### src/rtl/requant_pkg.sv
// Shared widths, clamp bounds, parameter-entry struct and rounding helper for requant_pipe.
package requant_pkg;

  localparam int ACC_W      = 32;
  localparam int SUM_W      = 33;
  localparam int SCALE_BITS = 16;
  localparam int SHIFT_BITS = 5;
  localparam int ZP_BITS    = 8;
  localparam int PROD_W     = SUM_W + SCALE_BITS + 1;
  localparam int VAL_W      = PROD_W + 1;

  localparam logic signed [VAL_W-1:0] CLAMP_HI = VAL_W'(64'sh7FFF_FFFF);
  localparam logic signed [VAL_W-1:0] CLAMP_LO = VAL_W'(-64'sh8000_0000);

  typedef struct packed {
    logic signed [ACC_W-1:0] bias;
    logic [SCALE_BITS-1:0]   scale;
    logic [SHIFT_BITS-1:0]   shift;
    logic [ZP_BITS-1:0]      zp;
  } param_t;

  // Arithmetic right shift rounding half toward +inf; the product never
  // comes close enough to the PROD_W limit for the +half to overflow.
  function automatic logic signed [PROD_W-1:0] round_shift(
    input logic signed [PROD_W-1:0] p,
    input logic [SHIFT_BITS-1:0]    sh
  );
    logic signed [PROD_W-1:0] half;
    logic signed [PROD_W-1:0] res;
    half = '0;
    if (sh == '0) begin
      res = p;
    end else begin
      half[sh - SHIFT_BITS'(1)] = 1'b1;
      res = (p + half) >>> sh;
    end
    return res;
  endfunction

endpackage

### src/rtl/requant_param_table.sv
// Per-channel parameter register file: one write port, one combinational read port.
// Writes land on the clock edge, so a same-cycle read returns the previous entry.
module requant_param_table
  import requant_pkg::*;
#(
  parameter int CH_NUM = 8,
  parameter int CH_W   = $clog2(CH_NUM)
) (
  input  logic            clk,
  input  logic            rst_n,
  input  logic            wr_en,
  input  logic [CH_W-1:0] wr_addr,
  input  param_t          wr_data,
  input  logic [CH_W-1:0] rd_addr,
  output param_t          rd_data
);

  param_t tbl [CH_NUM];

  always_ff @(posedge clk or negedge rst_n) begin
    if (!rst_n) begin
      for (int i = 0; i < CH_NUM; i++) tbl[i] <= '0;
    end else if (wr_en) begin
      tbl[wr_addr] <= wr_data;
    end
  end

  assign rd_data = tbl[rd_addr];

endmodule

### src/rtl/requant_pipe.sv
// Per-channel requantisation: bias add, scale, rounding shift, zero-point add, clamp to s32.
// Latency 4 cycles, one beat per cycle; no backpressure (downstream always accepts).
module requant_pipe
  import requant_pkg::*;
#(
  parameter int CH_NUM  = 8,
  parameter int SCALE_W = SCALE_BITS,
  parameter int SHIFT_W = SHIFT_BITS,
  parameter int ZP_W    = ZP_BITS,
  localparam int CH_W   = $clog2(CH_NUM)
) (
  input  logic               clk,
  input  logic               rst_n,
  input  logic               param_wr_en,
  input  logic [CH_W-1:0]    param_addr,
  input  logic [31:0]        param_bias,
  input  logic [SCALE_W-1:0] param_scale,
  input  logic [SHIFT_W-1:0] param_shift,
  input  logic [ZP_W-1:0]    param_zp,
  input  logic               frame_start,
  input  logic               data_in_valid,
  input  logic [31:0]        data_in,
  output logic               data_out_valid,
  output logic [31:0]        data_out,
  output logic [CH_W-1:0]    data_out_ch
);

  param_t wr_ent;
  param_t rd_ent;
  logic [CH_W-1:0] ch_q;
  logic [CH_W-1:0] beat_ch;

  assign wr_ent  = '{bias: param_bias, scale: param_scale, shift: param_shift, zp: param_zp};
  assign beat_ch = frame_start ? '0 : ch_q;

  requant_param_table #(.CH_NUM(CH_NUM)) u_tbl (
    .clk     (clk),
    .rst_n   (rst_n),
    .wr_en   (param_wr_en),
    .wr_addr (param_addr),
    .wr_data (wr_ent),
    .rd_addr (beat_ch),
    .rd_data (rd_ent)
  );

  // Counter width equals log2(CH_NUM), so +1 wraps to 0 on its own.
  always_ff @(posedge clk or negedge rst_n) begin
    if (!rst_n)             ch_q <= '0;
    else if (data_in_valid) ch_q <= beat_ch + CH_W'(1);
  end

  logic                     v1, v2, v3;
  logic signed [SUM_W-1:0]  sum1;
  logic [SCALE_BITS-1:0]    scale1;
  logic [SHIFT_BITS-1:0]    shift1, shift2;
  logic [ZP_BITS-1:0]       zp1, zp2, zp3;
  logic [CH_W-1:0]          ch1, ch2, ch3;
  logic signed [PROD_W-1:0] prod2, r3;
  logic signed [VAL_W-1:0]  v_sum;
  logic [31:0]              v_clamp;

  always_comb begin
    v_sum = VAL_W'(r3) + VAL_W'($signed({1'b0, zp3}));
    if (v_sum > CLAMP_HI)      v_clamp = 32'h7FFF_FFFF;
    else if (v_sum < CLAMP_LO) v_clamp = 32'h8000_0000;
    else                       v_clamp = v_sum[31:0];
  end

  // Parameters are captured at S1 and travel with the beat, so table writes
  // never disturb beats already in the pipe.
  always_ff @(posedge clk or negedge rst_n) begin
    if (!rst_n) begin
      v1 <= 1'b0; v2 <= 1'b0; v3 <= 1'b0;
      sum1 <= '0; scale1 <= '0; shift1 <= '0; zp1 <= '0; ch1 <= '0;
      prod2 <= '0; shift2 <= '0; zp2 <= '0; ch2 <= '0;
      r3 <= '0; zp3 <= '0; ch3 <= '0;
      data_out_valid <= 1'b0;
      data_out       <= '0;
      data_out_ch    <= '0;
    end else begin
      v1 <= data_in_valid;
      v2 <= v1;
      v3 <= v2;
      data_out_valid <= v3;
      if (data_in_valid) begin
        sum1   <= SUM_W'($signed(data_in)) + SUM_W'(rd_ent.bias);
        scale1 <= rd_ent.scale;
        shift1 <= rd_ent.shift;
        zp1    <= rd_ent.zp;
        ch1    <= beat_ch;
      end
      if (v1) begin
        prod2  <= PROD_W'(sum1) * PROD_W'($signed({1'b0, scale1}));
        shift2 <= shift1;
        zp2    <= zp1;
        ch2    <= ch1;
      end
      if (v2) begin
        r3  <= round_shift(prod2, shift2);
        zp3 <= zp2;
        ch3 <= ch2;
      end
      if (v3) begin
        data_out    <= v_clamp;
        data_out_ch <= ch3;
      end
    end
  end

endmodule

### config.mk
export PLATFORM = sky130hd
export DESIGN_NAME = requant_pipe
export DESIGN_NICKNAME = d
export VERILOG_FILES = /design/src/rtl/requant_pkg.sv /design/src/rtl/requant_param_table.sv /design/src/rtl/requant_pipe.sv
export SDC_FILE = /design/constraint.sdc
export NUM_CORES = 2
export LEC_CHECK = 0
export BUFFER_PORTS_ARGS = -buffer_cell sky130_fd_sc_hd__buf_2
export CORE_AREA = 2 2 345 347
export CTS_CLUSTER_DIAMETER = 120
export DETAILED_ROUTE_END_ITERATION = 8
export DIE_AREA = 0 0 347 349
export HOLD_SLACK_MARGIN = 0.05
export PLACE_DENSITY = 0.66
export RECOVER_POWER = 100
export SLEW_MARGIN = 20
export SYNTH_ARGS = -nofsm -noshare
export SYNTH_HDL_FRONTEND = slang
export SYNTH_SLANG_ARGS = --single-unit
### constraint.sdc
create_clock -name clk -period 10.6 [get_ports clk]
set_input_delay 0 -clock clk [delete_from_list [all_inputs] [get_ports clk]]
set_output_delay 0 -clock clk [all_outputs]
set_load 0.005 [all_outputs]
==> run summary <==
The run finished, with violations left. The checks that failed: max-capacitance violations, max-slew violations. The maximum count of clock buffers along a single path came out at 3. The library cell used most frequently in the layout, excluding fill and tap cells, is sky130_fd_sc_hd__dfrtp_1. In this run, synthesis produced a sequential element count of 722.

Counting both buffers and inverters, the worst setup path holds a total of 4. Counting stages on the worst path, the most repeated cell is sky130_fd_sc_hd__nand2_1. The sequential area share after synthesis is 30.9%.

The die outline height came out at 349 um. The routed design could run at a clock period as short as 8.99 ns. The post-place setup slack came out at 2.88 ns. Of the total synthesized cell area, the portion taken by XOR and XNOR cells is 2.22%. Setup repair after global routing left no endpoint under its margin. The number of nets in the finished design came out at 6,538. Traced cell by cell, the critical path runs through clkbuf_1 > clkinv_1 > buf_4 > nand2_1 > clkinv_1 > ha_1 > nand2_1 > nor4_1 > and2_1 > or3_1 > a21oi_1 > o21ai_0 > nand2_1 > a222oi_1 > a21oi_1 > o31ai_1 > a221oi_1. The number of hold buffers added after CTS was 110. The clock arrives with 0.0653 ns of skew. Among all flip-flop cells after synthesis, the most frequent one is sky130_fd_sc_hd__dfrtp_1. The tool flagged a number of max-cap violations equal to 25. The number of buffers inserted by post-CTS setup repair came out at 0. The initial antenna violation count came out at 11.

The count of pins over their slew limit is 1,508. The number of routed nets with antenna violations came out at 0. The DRC violations left came out at 0. The number of distinct library cell variants in the gate-level netlist after synthesis is 93.

After synthesis, the largest family of logic cells by area is adder cells. STA classifies the critical path startpoint as a register. The final-report hold violation count came out at 0. The critical path is of the reg -> reg type. CTS placed an instance of sky130_fd_sc_hd__clkbuf_16 at the clock tree root. The part of the cycle the worst path needs is 84.8%. The region available for standard cell placement spans 117,000 sq um. The die footprint came out at 121,000 sq um. The synthesized design spends more area on one cell type than any other, namely sky130_fd_sc_hd__dfrtp_1. Of the total synthesized cell area, the portion taken by full adders, half adders and majority gates is 21.4%.

Sorting the synthesized cells by area gives the leading types as sky130_fd_sc_hd__dfrtp_1, sky130_fd_sc_hd__fa_1, sky130_fd_sc_hd__mux2_2, sky130_fd_sc_hd__ha_1, sky130_fd_sc_hd__inv_1. The count of buffers from port buffering is 136. In the layout the commonest cells are sky130_fd_sc_hd__dfrtp_1, sky130_fd_sc_hd__inv_1, sky130_fd_sc_hd__mux2_2. The number of design-rule violations left by the first detailed-router iteration came out at 3,760. The starting density of the core came out at 49.8%. The maximum number of pins on one net before global-route repair came out at 180. Setup violations remaining at the end of the flow were counted as 0. The cell area after synthesis came out at 58,500 sq um. Along the worst path, the maximum fanout reaches 46.

For the worst setup path, the data required time is 11.04 ns. Excluding fillers, the count of instances in the completed layout stands at 7,343. The post-synthesis to final-layout area growth came out at 9.60%.

The via count of the routed design is 43,800. The average instance area after synthesis came out at 10.3 sq um. The H-tree was split into 3 levels. On the critical path the largest part of the delay comes from buffers and inverters. The area share of and/or/nand/nor cells after synthesis is 11.3%. The clock sink count came out at 722. The accumulated negative setup slack came out at 0 ns. The number of cells after detailed placement is 7,080.

The cell count after synthesis is 5,679. Detailed placement finished with a half-perimeter wire length of 114 mm. The fraction of post-synthesis cell area in the top cell type by area came out at 30.9%. The standard cell with the maximum stage delay on the critical path is sky130_fd_sc_hd__clkbuf_1.

The delay of the slowest critical-path stage is 1.87 ns. The portion of netlist area occupied by mux cells came out at 17.9%. The tightest min-delay check is of the in -> reg type.

The die is 347 um wide. The later-pin clock latency in the skew report came out at 0.70 ns. Measured against its own limit, the worst slew margin works out to -367%. For this run, the top clock speed supported by timing is 111 MHz. The via count of the first global-routing pass came out at 45,100. The area fraction in compound gates after synthesis came out at 10.1%. The number of warning messages in the yosys log is 0. The number of enable flip-flop cells after synthesis came out at 0. Routability-driven placement finished with a final weighted congestion of 0.976.

After synthesis, the share of flip-flops with an asynchronous set or reset is 100%. The floorplan has 126 rows. The post-synthesis net count came out at 6,478. Once routing completed, OpenROAD measured the worst setup slack at 1.61 ns. The number of top-level pins came out at 137. The filler cell count is 10,300.

The finished cells cover 64,100 sq um. The wire length after detailed routing came out at 162 mm. The kind of end point of the critical path is a register. After clock tree synthesis, the repair step resized 0 gates.

The clock slew at the register clock pins of the worst setup and hold paths came out at 0.06 ns. The first detailed-routing pass took 6 iterations. TritonCTS built the clock tree.

The instance area at placement came out at 60,400 sq um. The number of buffers created by CTS is 83. The worst path arrival time is 9.44 ns.

Global routing used 27.2% of the available tracks across all layers. After global routing the overflow that remains totals 0. The final routed wire length divided by cell count is 22.1 um.

The via-per-instance ratio came out at 5.96. The fraction of final layout cells sized beyond drive strength 1 came out at 17.3%. The first global-routing pass estimated 260 mm of wire. The measured slew at the worst slew-check pin is 7.01 ns.
[cell type report]
type	instances	area [sq um]	area share, %
antenna	5	12.5	0.0195
clock buffer	119	2380	3.72
timing repair buffer	310	2140	3.34
sequential	722	18100	28.2
multi-input combinational	4006	36800	57.4
clock inverter	29	440	0.687
tap	1536	1920	3.00
inverter	616	2310	3.61
[Yosys cell counts (10+ instances only)]
library cell / n
sky130_fd_sc_hd__xnor2_1: 96
sky130_fd_sc_hd__o22ai_1: 35
sky130_fd_sc_hd__nor2b_1: 15
sky130_fd_sc_hd__nor3_1: 57
sky130_fd_sc_hd__a22oi_1: 13
sky130_fd_sc_hd__buf_1: 37
sky130_fd_sc_hd__nand4_1: 33
sky130_fd_sc_hd__mux4_2: 81
sky130_fd_sc_hd__nor2_1: 228
sky130_fd_sc_hd__a32oi_1: 11
sky130_fd_sc_hd__nand2b_1: 19
sky130_fd_sc_hd__or2_2: 15
sky130_fd_sc_hd__a21o_1: 72
sky130_fd_sc_hd__o211ai_1: 26
sky130_fd_sc_hd__o221ai_1: 13
sky130_fd_sc_hd__o31ai_1: 13
sky130_fd_sc_hd__mux2_2: 591
sky130_fd_sc_hd__a21oi_1: 222
sky130_fd_sc_hd__o32ai_1: 14
sky130_fd_sc_hd__dfrtp_1: 722
sky130_fd_sc_hd__and3_1: 31
sky130_fd_sc_hd__o21ai_0: 221
sky130_fd_sc_hd__clkbuf_1: 285
sky130_fd_sc_hd__and2_1: 213
sky130_fd_sc_hd__a31oi_1: 26
sky130_fd_sc_hd__a221oi_1: 12
sky130_fd_sc_hd__inv_1: 611
sky130_fd_sc_hd__a221o_1: 12
sky130_fd_sc_hd__fa_1: 506
sky130_fd_sc_hd__o21a_1: 26
sky130_fd_sc_hd__or3_1: 33
sky130_fd_sc_hd__a2111oi_0: 10
sky130_fd_sc_hd__ha_1: 192
sky130_fd_sc_hd__a311oi_1: 10
sky130_fd_sc_hd__and4_1: 10
sky130_fd_sc_hd__nand2_1: 580
sky130_fd_sc_hd__a211oi_1: 41
sky130_fd_sc_hd__xor2_1: 50
sky130_fd_sc_hd__nor4_1: 17
sky130_fd_sc_hd__nand3_1: 100
sky130_fd_sc_hd__mux2i_1: 198
[sequential cells by signal, indices dropped and copies added, names as in the netlist]
signal,cells
ch2,3
shift1,5
scale1,16
shift2,5
zp2,8
v1,1
ch3,3
zp1,8
r3,50
ch_q,3
data_out,32
sum1,33
v2,1
prod2,50
u_tbl.tbl,488
data_out_valid,1
ch1,3
data_out_ch,3
v3,1
zp3,8
[metal layers]
layer | up-vias | GRT usage [%] | routed length [um]
li1 | 19500 | - | -
met1 | 22300 | 37.2 | 69200
met2 | 1559 | 43.7 | 74900
met3 | 397 | 4.38 | 11300
met4 | 6 | 10.2 | 6500
met5 | - | 0 | 33
[worst register-to-register path, delay by kind of cell (launching register included)]
| family | cells | cell delay (ns) |
|---|---|---|
| simple gates | 6 | 2.18 |
| flops | 1 | 0.32 |
| compound gates | 6 | 2.08 |
| fa+ha+maj | 1 | 0.80 |
| buf+inv | 4 | 3.35 |
[stage by stage]
step / util (%) / hold WS (ns)
2_1_floorplan: - / -0.296
3_3_place_gp: 51.4 / 0.0551
3_5_place_dp: 51.4 / 0.0632
4_1_cts: 54.8 / 0.0548
5_1_grt: 54.5 / 0.0883
6_report: 54.6 / 0.0882
[cells by family after synthesis]
kind of cell | after synthesis
flops | 722
simple gates | 1388
mux | 871
xor+xnor | 147
compound gates | 902
fa+ha+maj | 698
buf+inv | 951
[path summary, 6_finish.rpt]
path | cells after the start | from | end | slack [ns]
worst min register to register | 1 | ch1[0] | ch2[0] | 0.48
min in group asynchronous | 4 | rst_n | u_tbl.tbl[388] | 2.22
worst max-delay path | 17 | shift2[4] | r3[37] | 1.61
worst max register to register | 17 | shift2[4] | r3[37] | 1.61
max in group asynchronous | 5 | rst_n | u_tbl.tbl[45] | 2.43
worst min-delay path | 5 | data_in[27] | sum1[28] | 0.09
Power is not shown: default switching activity piles up to over one toggle a cycle in this logic, so the estimate is an artifact.
